## config.mk

```make
export PLATFORM = sky130hd
export DESIGN_NAME = reg_write_arbiter
export DESIGN_NICKNAME = d
export VERILOG_FILES = /design/src/rtl/reg_write_arbiter.sv
export SDC_FILE = /design/constraint.sdc
export NUM_CORES = 1
export LEC_CHECK = 0
export CAP_MARGIN = 20
export CORE_ASPECT_RATIO = 0.8
export CORE_UTILIZATION = 49
export CTS_BUF_LIST = sky130_fd_sc_hd__clkbuf_4 sky130_fd_sc_hd__clkbuf_8 sky130_fd_sc_hd__clkbuf_16
export CTS_CLUSTER_SIZE = 25
export DETAILED_ROUTE_END_ITERATION = 8
export MAX_ROUTING_LAYER = met4
export PLACE_DENSITY = 0.75
export REMOVE_ABC_BUFFERS = 1
export SLEW_MARGIN = 25
export SYNTH_ARGS = -nofsm -noshare
export SYNTH_HDL_FRONTEND = slang
export SYNTH_SLANG_ARGS = --single-unit
export TNS_END_PERCENT = 50
```

## constraint.sdc

```tcl
create_clock -name clk -period 3.1 [get_ports clk]
set_input_delay 0.31 -clock clk [delete_from_list [all_inputs] [get_ports clk]]
set_output_delay 0.31 -clock clk [all_outputs]
set_load 0.005 [all_outputs]
```

## src/rtl/reg_write_arbiter.sv

```systemverilog
// reg_write_arbiter
//   Merges buffered ALU results and priority load results onto the single
//   register file write port. Per-register write order is preserved, and
//   uncommitted writes are reported so decode can stall on hazards.
// Ports
//   clk, reset             clock; synchronous active-high reset
//   alu_valid/ready/data/reg  ALU result stream (buffered in a FIFO)
//   ld_valid/ready/data/reg   load result stream (priority)
//   write_en/data/reg      registered register file write port
//   query_reg_1/2          decode hazard queries
//   pending_1/2            query register has an uncommitted write
//   fifo_count             ALU FIFO occupancy
module reg_write_arbiter #(
  parameter int unsigned WORD_SIZE    = 32,
  parameter int unsigned ADDR_WIDTH   = 4,
  parameter int unsigned FIFO_DEPTH   = 4,
  parameter int unsigned STARVE_LIMIT = 3
) (
  input  logic                          clk,
  input  logic                          reset,
  input  logic                          alu_valid,
  output logic                          alu_ready,
  input  logic [WORD_SIZE-1:0]          alu_data,
  input  logic [ADDR_WIDTH-1:0]         alu_reg,
  input  logic                          ld_valid,
  output logic                          ld_ready,
  input  logic [WORD_SIZE-1:0]          ld_data,
  input  logic [ADDR_WIDTH-1:0]         ld_reg,
  output logic                          write_en,
  output logic [WORD_SIZE-1:0]          write_data,
  output logic [ADDR_WIDTH-1:0]         write_reg,
  input  logic [ADDR_WIDTH-1:0]         query_reg_1,
  input  logic [ADDR_WIDTH-1:0]         query_reg_2,
  output logic                          pending_1,
  output logic                          pending_2,
  output logic [$clog2(FIFO_DEPTH):0]   fifo_count
);

  localparam int unsigned PTR_W = $clog2(FIFO_DEPTH);
  localparam int unsigned CNT_W = $clog2(FIFO_DEPTH) + 1;
  localparam int unsigned STV_W = $clog2(STARVE_LIMIT + 1);

  typedef enum logic [1:0] {
    SEL_NONE   = 2'd0,
    SEL_LOAD   = 2'd1,
    SEL_POP    = 2'd2,
    SEL_BYPASS = 2'd3
  } sel_t;

  logic [WORD_SIZE-1:0]  mem_data [FIFO_DEPTH];
  logic [ADDR_WIDTH-1:0] mem_reg  [FIFO_DEPTH];
  logic [PTR_W-1:0]      head;
  logic [PTR_W-1:0]      tail;
  logic [CNT_W-1:0]      count;
  logic [STV_W-1:0]      starve_cnt;

  logic                  full;
  logic                  starve;
  logic                  ld_hit;
  logic                  q1_hit;
  logic                  q2_hit;
  logic                  push;
  logic                  pop;
  sel_t                  sel;
  logic [WORD_SIZE-1:0]  next_data;
  logic [ADDR_WIDTH-1:0] next_reg;

  assign full       = (count == CNT_W'(FIFO_DEPTH));
  assign starve     = (count != '0) && (starve_cnt == STV_W'(STARVE_LIMIT));
  assign alu_ready  = !full;
  assign fifo_count = count;

  // Register matches against valid FIFO slots; a slot is valid when its
  // distance from head (modulo depth) is below the occupancy.
  always_comb begin
    ld_hit = 1'b0;
    q1_hit = 1'b0;
    q2_hit = 1'b0;
    for (int unsigned s = 0; s < FIFO_DEPTH; s++) begin
      if (CNT_W'(PTR_W'(PTR_W'(s) - head)) < count) begin
        if (mem_reg[s] == ld_reg)      ld_hit = 1'b1;
        if (mem_reg[s] == query_reg_1) q1_hit = 1'b1;
        if (mem_reg[s] == query_reg_2) q2_hit = 1'b1;
      end
    end
  end

  assign pending_1 = q1_hit || (write_en && (write_reg == query_reg_1));
  assign pending_2 = q2_hit || (write_en && (write_reg == query_reg_2));

  // Per-cycle source selection in priority order.
  always_comb begin
    sel       = SEL_NONE;
    ld_ready  = !starve && !ld_hit;
    next_data = '0;
    next_reg  = '0;
    if (starve) begin
      sel = SEL_POP;
    end else if (ld_valid && ld_ready) begin
      sel = SEL_LOAD;
    end else if (count != '0) begin
      sel = SEL_POP;
    end else if (alu_valid) begin
      sel = SEL_BYPASS;
    end
    case (sel)
      SEL_LOAD: begin
        next_data = ld_data;
        next_reg  = ld_reg;
      end
      SEL_POP: begin
        next_data = mem_data[head];
        next_reg  = mem_reg[head];
      end
      SEL_BYPASS: begin
        next_data = alu_data;
        next_reg  = alu_reg;
      end
      default: begin
        next_data = '0;
        next_reg  = '0;
      end
    endcase
  end

  // A bypassed ALU result is accepted without being stored.
  assign push = alu_valid && !full && (sel != SEL_BYPASS);
  assign pop  = (sel == SEL_POP);

  // FIFO storage needs no reset; validity comes from the pointers.
  always_ff @(posedge clk) begin
    if (push) begin
      mem_data[tail] <= alu_data;
      mem_reg[tail]  <= alu_reg;
    end
  end

  // Pointers, occupancy, starvation counter and the write port register.
  always_ff @(posedge clk) begin
    if (reset) begin
      head       <= '0;
      tail       <= '0;
      count      <= '0;
      starve_cnt <= '0;
      write_en   <= 1'b0;
      write_data <= '0;
      write_reg  <= '0;
    end else begin
      if (push) tail <= tail + PTR_W'(1);
      if (pop)  head <= head + PTR_W'(1);
      count <= count + CNT_W'(push) - CNT_W'(pop);
      if (pop || (count == '0)) begin
        starve_cnt <= '0;
      end else if (sel == SEL_LOAD) begin
        starve_cnt <= starve_cnt + STV_W'(1);
      end
      write_en   <= (sel != SEL_NONE);
      write_data <= next_data;
      write_reg  <= next_reg;
    end
  end

endmodule

```

* Yosys cells after proc, flatten, opt, wreduce, memory -nomap -nowiden *
Memory sizes are Yosys's and may differ from the RTL's. A register that Yosys moved wholly into a read port is not among the register bits.
Cells that the tools add are included.

word-level totals
  bits in registers = 46
  word-level logic and storage cells = 95
  output and inout bits = 44
  memories kept = 2
  bits in writable memories = 144
  bits of input ports = 84

cells by class
  equality and inequality tests = 20
  reduce and logical (&&, ||, !) cells = 17
  multiplexer cells = 36
  $add $sub $neg = 9
  order comparisons = 4

memory list
  memory    depth  bits a word  rd ports  clocked after Yosys merged registers in  write ports  line  text
  mem_data  4      32           1         1                                        1            50    logic [WORD_SIZE-1:0] mem_data [FIFO_DEPTH];
  mem_reg   4      4            5         1                                        1            51    logic [ADDR_WIDTH-1:0] mem_reg [FIFO_DEPTH];

operators by type and width
  kind                                              number
  one-hot mux 32 bit (3 select lines)               1
  == test 4 bit                                     14
  2-to-1 mux 1 bit                                  26
  2-to-1 mux 2 bit                                  8
  less-than comparator 2 x 3 -> 1 bit               4
  one-hot mux 4 bit (3 select lines)                1
  logical AND 1 bit                                 7
  adder 2 x 1 -> 2 bit (second input constant)      3
  == test 2 bit (second input constant)             3
  subtractor 1 x 2 -> 2 bit (first input constant)  2
  subtractor 2 bit (first input constant)           2
  adder 3 x 1 -> 3 bit                              1
  == test 3 bit (second input constant)             1
  zero test 1 bit                                   3
  zero test 3 bit                                   1
  logical OR 1 bit                                  3
  nonzero test 3 bit                                1
  subtractor 3 x 1 -> 3 bit                         1
  == test 2 x 1 -> 1 bit (second input constant)    1
  inequality test 2 bit (second input constant)     1
  nonzero test 2 bit                                1
  OR reduction 2 bit                                1

* Logic depth before layout (Yosys ltp) *
  depth after elaboration = 18
  mapped depth = 16
  gate-level depth less buffers = 15

* Least setup slack after synthesis *
Ideal clock, no wire load.

  path type = register to register
  start = reg head[0]
  end = mem mem_data[0][0] (enable)
  path buffers = 1
  clock period less this slack = 3.214 ns
  data required time = 2.703 ns
  setup time = 0.397 ns
  arrival time = 2.818 ns
  stages on the path, launching flop included = 11
  path slack = -0.114 ns
  cell sequence = dfxtp_1 > buf_2 > xnor2_1 > inv_1 > ha_1 > nand2b_1 > o2bb2ai_1 > o2bb2ai_1 > nor3_4 > o211a_1 > and2_1

on the way
  word-level cells in the longest chain between the ends = 18
  elaborated cells on any way between the ends = 24
  classes of those cells = add/sub: 4; order compare: 4; eq/ne: 1; mux: 11; reduce/logical: 4

RTL lines
  what                                      line  text
  start, declared                           52    logic [PTR_W-1:0] head;
  start signal, assigned                    150   if (pop) head <= head + PTR_W'(1);
  subtractor 1 x 2 -> 2 bit                 80    if (CNT_W'(PTR_W'(PTR_W'(s) - head)) < count) begin
  less-than comparator 2 x 3 -> 1 bit       80
  2-to-1 mux 1 bit                          80
  2-to-1 mux 1 bit                          81    if (mem_reg[s] == ld_reg) ld_hit = 1'b1;
  2-to-1 mux 1 bit                          80
  2-to-1 mux 1 bit                          81
  2-to-1 mux 1 bit                          80
  2-to-1 mux 1 bit                          81
  [2 not listed]                            -
  logical AND 1 bit *                       94    ld_ready = !starve && !ld_hit;
  logical AND 1 bit *                       99    end else if (ld_valid && ld_ready) begin
  2-to-1 mux 2 bit *                        99
  2-to-1 mux 2 bit *                        97    if (starve) begin
  inequality test 2 bit *                   127   assign push = alu_valid && !full && (sel != SEL_BYPASS);
  logical AND 1 bit *                       127
  2-to-1 mux 1 bit *                        132   if (push) begin
  2-to-1 mux 1 bit (implied by the code) *  133   mem_data[tail] <= alu_data;
  end, declared                             50

Mark *: on every way between the ends. The rest lies on a longest branch, timed or not.

* Final worst setup path *
  start = reg head[1]
  end = reg count[2], in the netlist fifo_count[2]

on the way
  word-level cells in the longest chain between the ends = 18
  elaborated cells on any way between the ends = 25
  classes of those cells = add/sub: 6; order compare: 4; eq/ne: 2; mux: 9; reduce/logical: 4

RTL lines
  what                                 line  text
  subtractor 1 x 2 -> 2 bit            80
  less-than comparator 2 x 3 -> 1 bit  80
  2-to-1 mux 1 bit                     80
  2-to-1 mux 1 bit                     81
  2-to-1 mux 1 bit                     80
  2-to-1 mux 1 bit                     81
  2-to-1 mux 1 bit                     80
  2-to-1 mux 1 bit                     81
  [2 not listed]                       -
  logical AND 1 bit *                  94
  logical AND 1 bit *                  99
  2-to-1 mux 2 bit *                   99
  2-to-1 mux 2 bit *                   97
  inequality test 2 bit                127
  logical AND 1 bit                    127
  adder 3 x 1 -> 3 bit                 151   count <= count + CNT_W'(push) - CNT_W'(pop);
  subtractor 3 x 1 -> 3 bit *          151
  end signal, assigned                 151
  end, declared                        54    logic [CNT_W-1:0] count;

Marked as above.
A chain may end at the register's enable or synchronous reset.

==> impl_metrics.tcl <==
set metrics [dict create \
    cts.clk_slew.worst_paths_ps 70 \
    slew_violations 0 \
    synth_async_sr_flop_share_pct 0 \
    stdcell_count 925 \
    maxSlewHeadroom_pct 47.6 \
    max_freq_ghz 0.345 \
    combPwrFrac_pct 30.4 \
    tightest_slew_ps 786 \
    crit_slowest_cell "fa_1" \
    tritoncts "yes" \
    p_per_area_nw_per_um2 786 \
    power_mw 8.20 \
    cap_viol_max_count 0 \
    cp_slowest_stage_delay_ps 380 \
    ys_types 43 \
    pin_count 128 \
    path_max_fanout 4 \
    skew_ps 15.7 \
    fin_nets 788 \
    clockBufferDepth 2 \
    critical_path_depth 15 \
    crit_family "adder cells" \
    avgSynthCellArea_um2 14.5 \
    swShare_pct 29.9 \
    core_area_um2 16500 \
    ys.warnings.count 0 \
    hold_viol_final 0 \
    fin_crit_ps 2900 \
    grt_pass1_wl_um 31600 \
    numCtsBuffers 17 \
    worstRegToRegCells 15 \
    ant_nets 0 \
    holdCritPathClass "reg -> reg" \
    wl_per_cell_um 21.5 \
    hpwl_um 12500 \
    dp.cells 893 \
    die-area_um2 17400 \
    leakagePower_nw 3.48 \
    crit_path_end_kind "flop" \
    setup-violations-final 0 \
    fin_crit_sh_pct 93.5 \
    path_buf_inv 3 \
    grt_setup_unrepaired "no" \
    holdCritStartpoint "starve_cnt[0]$_SDFFE_PP0N_" \
    synth_seq_cells 192 \
    ir_drop_mv 0.407 \
    hold_path_end "starve_cnt[0]$_SDFFE_PP0N_" \
    drc 0 \
    start_util_pct 50.0 \
    clockPowerShare_pct 27.9 \
    min_path_cells 1 \
    ys_seq_area_share_pct 64.0 \
    die_height_um 118 \
    drive_gt1_share_pct 15.6 \
    critPathKind "reg -> reg" \
    dieWidth_um 147 \
    cts_root_buf "clkbuf_16" \
    place.gp.congestion 0.840 \
    r2r_start "head[1]$_SDFFE_PP0P_" \
    synth_area_um2 8250 \
    status "complete, no violations" \
    start_kind "flop" \
    area_delta_synth_final_pct 26.4 \
    synth_edf_count 144 \
    cts_sinks 192 \
    antenna_found_initial 0 \
    p_int_mw 5.75 \
    drt_iter0_drc 374 \
    viasPerCell 5.89 \
    vias 5446 \
    io_buffers 127 \
    grt_max_degree 40 \
    grt_pass1_vias 5473 \
    grtUsageTotal_pct 25.1 \
    n_antenna_cell 0 \
    power_frac_seq_pct 41.7 \
    synthCells 569 \
    synth_top_flop_cell "edfxtp_1" \
    reg2reg_to "fifo_count[2]$_SDFF_PP0_" \
    cts_htree_levels 4 \
    clk_latency_ps 430 \
    worstPathRequired_ps 3400 \
    drt_first_pass_iters 5 \
    std_cell_rows 42 \
    path_cells "xnor2_1, inv_1, ha_1, nand2b_1, o2bb2ai_2, o2bb2ai_2, nor3_4, o211a_1, inv_1, ha_1, inv_1, ha_1, fa_1, xnor2_1, nor2_1" \
    wl_um 19900 \
    overflow 0 \
    largest_reg_flops 128 \
    power.switching_mw 2.46 \
    reg2reg_slack_ps 200 \
    worstPathArrival_ps 3200 \
]
power by group through the flow:
stage	Sequential (mW)	Combinational [mW]	Clock [mW]
detailed placement	3.48	2.48	0
CTS	3.43	2.50	2.33
global placement	3.47	2.45	0
floorplan	3.50	1.34	0
global route	3.47	2.71	2.42
finish	3.42	2.49	2.29
final cells by class:
type | instances | area [um^2]
flip-flops and latches | 192 | 5290
multi-input cells | 318 | 2720
inverters | 10 | 37.5
clock buffers | 22 | 469
well taps | 220 | 275
fillers | 1209 | 6070
clock inverters | 10 | 155
repair buffers | 153 | 1490
cell families (layout without fill, tap and decap cells):
family	count (synthesis)	count (layout)	share of synthesized area [%]
adders and majority gates	12	12	1.91
buffers and inverters	59	195	3.24
DFF	192	192	64.0
xor gates and xnor gates	60	60	6.37
muxes	38	38	10.1
AOI/OAI and AO/OA	56	56	4.56
and+or+nand+nor	152	152	9.79
through the flow:
stage / hold slack, ps / util (%) / TNS (ps) / area, um^2 / setup slack [ps]
final: 428 / 63.2 / 0 / 10400 / 202
after global routing: 440 / 63.2 / 0 / 10400 / 15.9
after CTS: 430 / 63.2 / 0 / 10400 / 59.5
after detailed placement: 421 / 59.4 / -16.5 / 9800 / -16.5
after global placement: 417 / 59.4 / 0 / 9800 / 37.9
after floorplan: 381 / - / -107060 / 8020 / -589
timing repair:
item / 4_1_cts / 5_1_grt
endpoints found under the hold margin: 0 / 0
hold buffers: 0 / 0
buffers inserted: 0 / 0
resized for setup: 0 / 2
setup endpoints to repair: 0 / 3
per-layer routing:
metal | GRT usage (%) | share of wire, % | vias to the layer above
li1 | - | - | 2426
met1 | 34.3 | 44 | 2764
met2 | 38.1 | 48 | 231
met3 | 5.54 | 6.7 | 25
met4 | 6.64 | 1.4 | 0
met5 | - | 0 | -
synthesized netlist by cell type (2+ instances only):
library cell / n / area share, %
xnor2_1: 30 / 3.2
xor2_1: 30 / 3.2
buf_2: 13 / 0.79
dfxtp_1: 48 / 12
buf_1: 3 / 0.14
o2bb2ai_1: 2 / 0.21
nor2_1: 7 / 0.32
mux4_2: 36 / 9.8
ha_1: 11 / 1.7
a21o_1: 2 / 0.18
nor3_1: 4 / 0.24
inv_1: 9 / 0.41
and2_1: 4 / 0.30
edfxtp_1: 144 / 52
nor2b_1: 3 / 0.23
a31oi_1: 38 / 2.9
nand4_1: 42 / 3.2
clkbuf_1: 29 / 1.3
nand3_1: 37 / 2.2
buf_6: 4 / 0.55
a21oi_1: 2 / 0.12
nand2_1: 39 / 1.8
nor4_1: 7 / 0.53
nand2b_1: 4 / 0.30
o21ai_1: 2 / 0.12
or3_1: 2 / 0.15
layout by cell type, fill, tap and decap left out, types with 11 or more instances in the layout:
master	synthesis	routed
clkdlybuf4s50_1	0	126
mux4_2	36	36
edfxtp_1	144	144
nand4_1	42	42
dfxtp_1	48	46
xnor2_1	30	30
buf_4	0	24
xor2_1	30	30
nand3_1	37	37
nand2_1	39	39
ha_1	11	11
a31oi_1	38	38
clkbuf_16	0	17
how the worst max path moves through the flow:
stage                                        start                        to  slack (ps)
after floorplan               head[0]$_SDFFE_PP0P_  mem_data[0][0]$_DFFE_PP_        -590
after global placement                   ld_reg[1]  fifo_count[1]$_SDFF_PP0_          40
after detailed placement                 ld_reg[3]  fifo_count[1]$_SDFF_PP0_         -20
after CTS                     head[1]$_SDFFE_PP0P_  fifo_count[2]$_SDFF_PP0_          60
after global routing      fifo_count[1]$_SDFF_PP0_  fifo_count[2]$_SDFF_PP0_          20
final                         head[1]$_SDFFE_PP0P_  fifo_count[2]$_SDFF_PP0_         200
No activity file was read; power rests on OpenSTA's default activity.
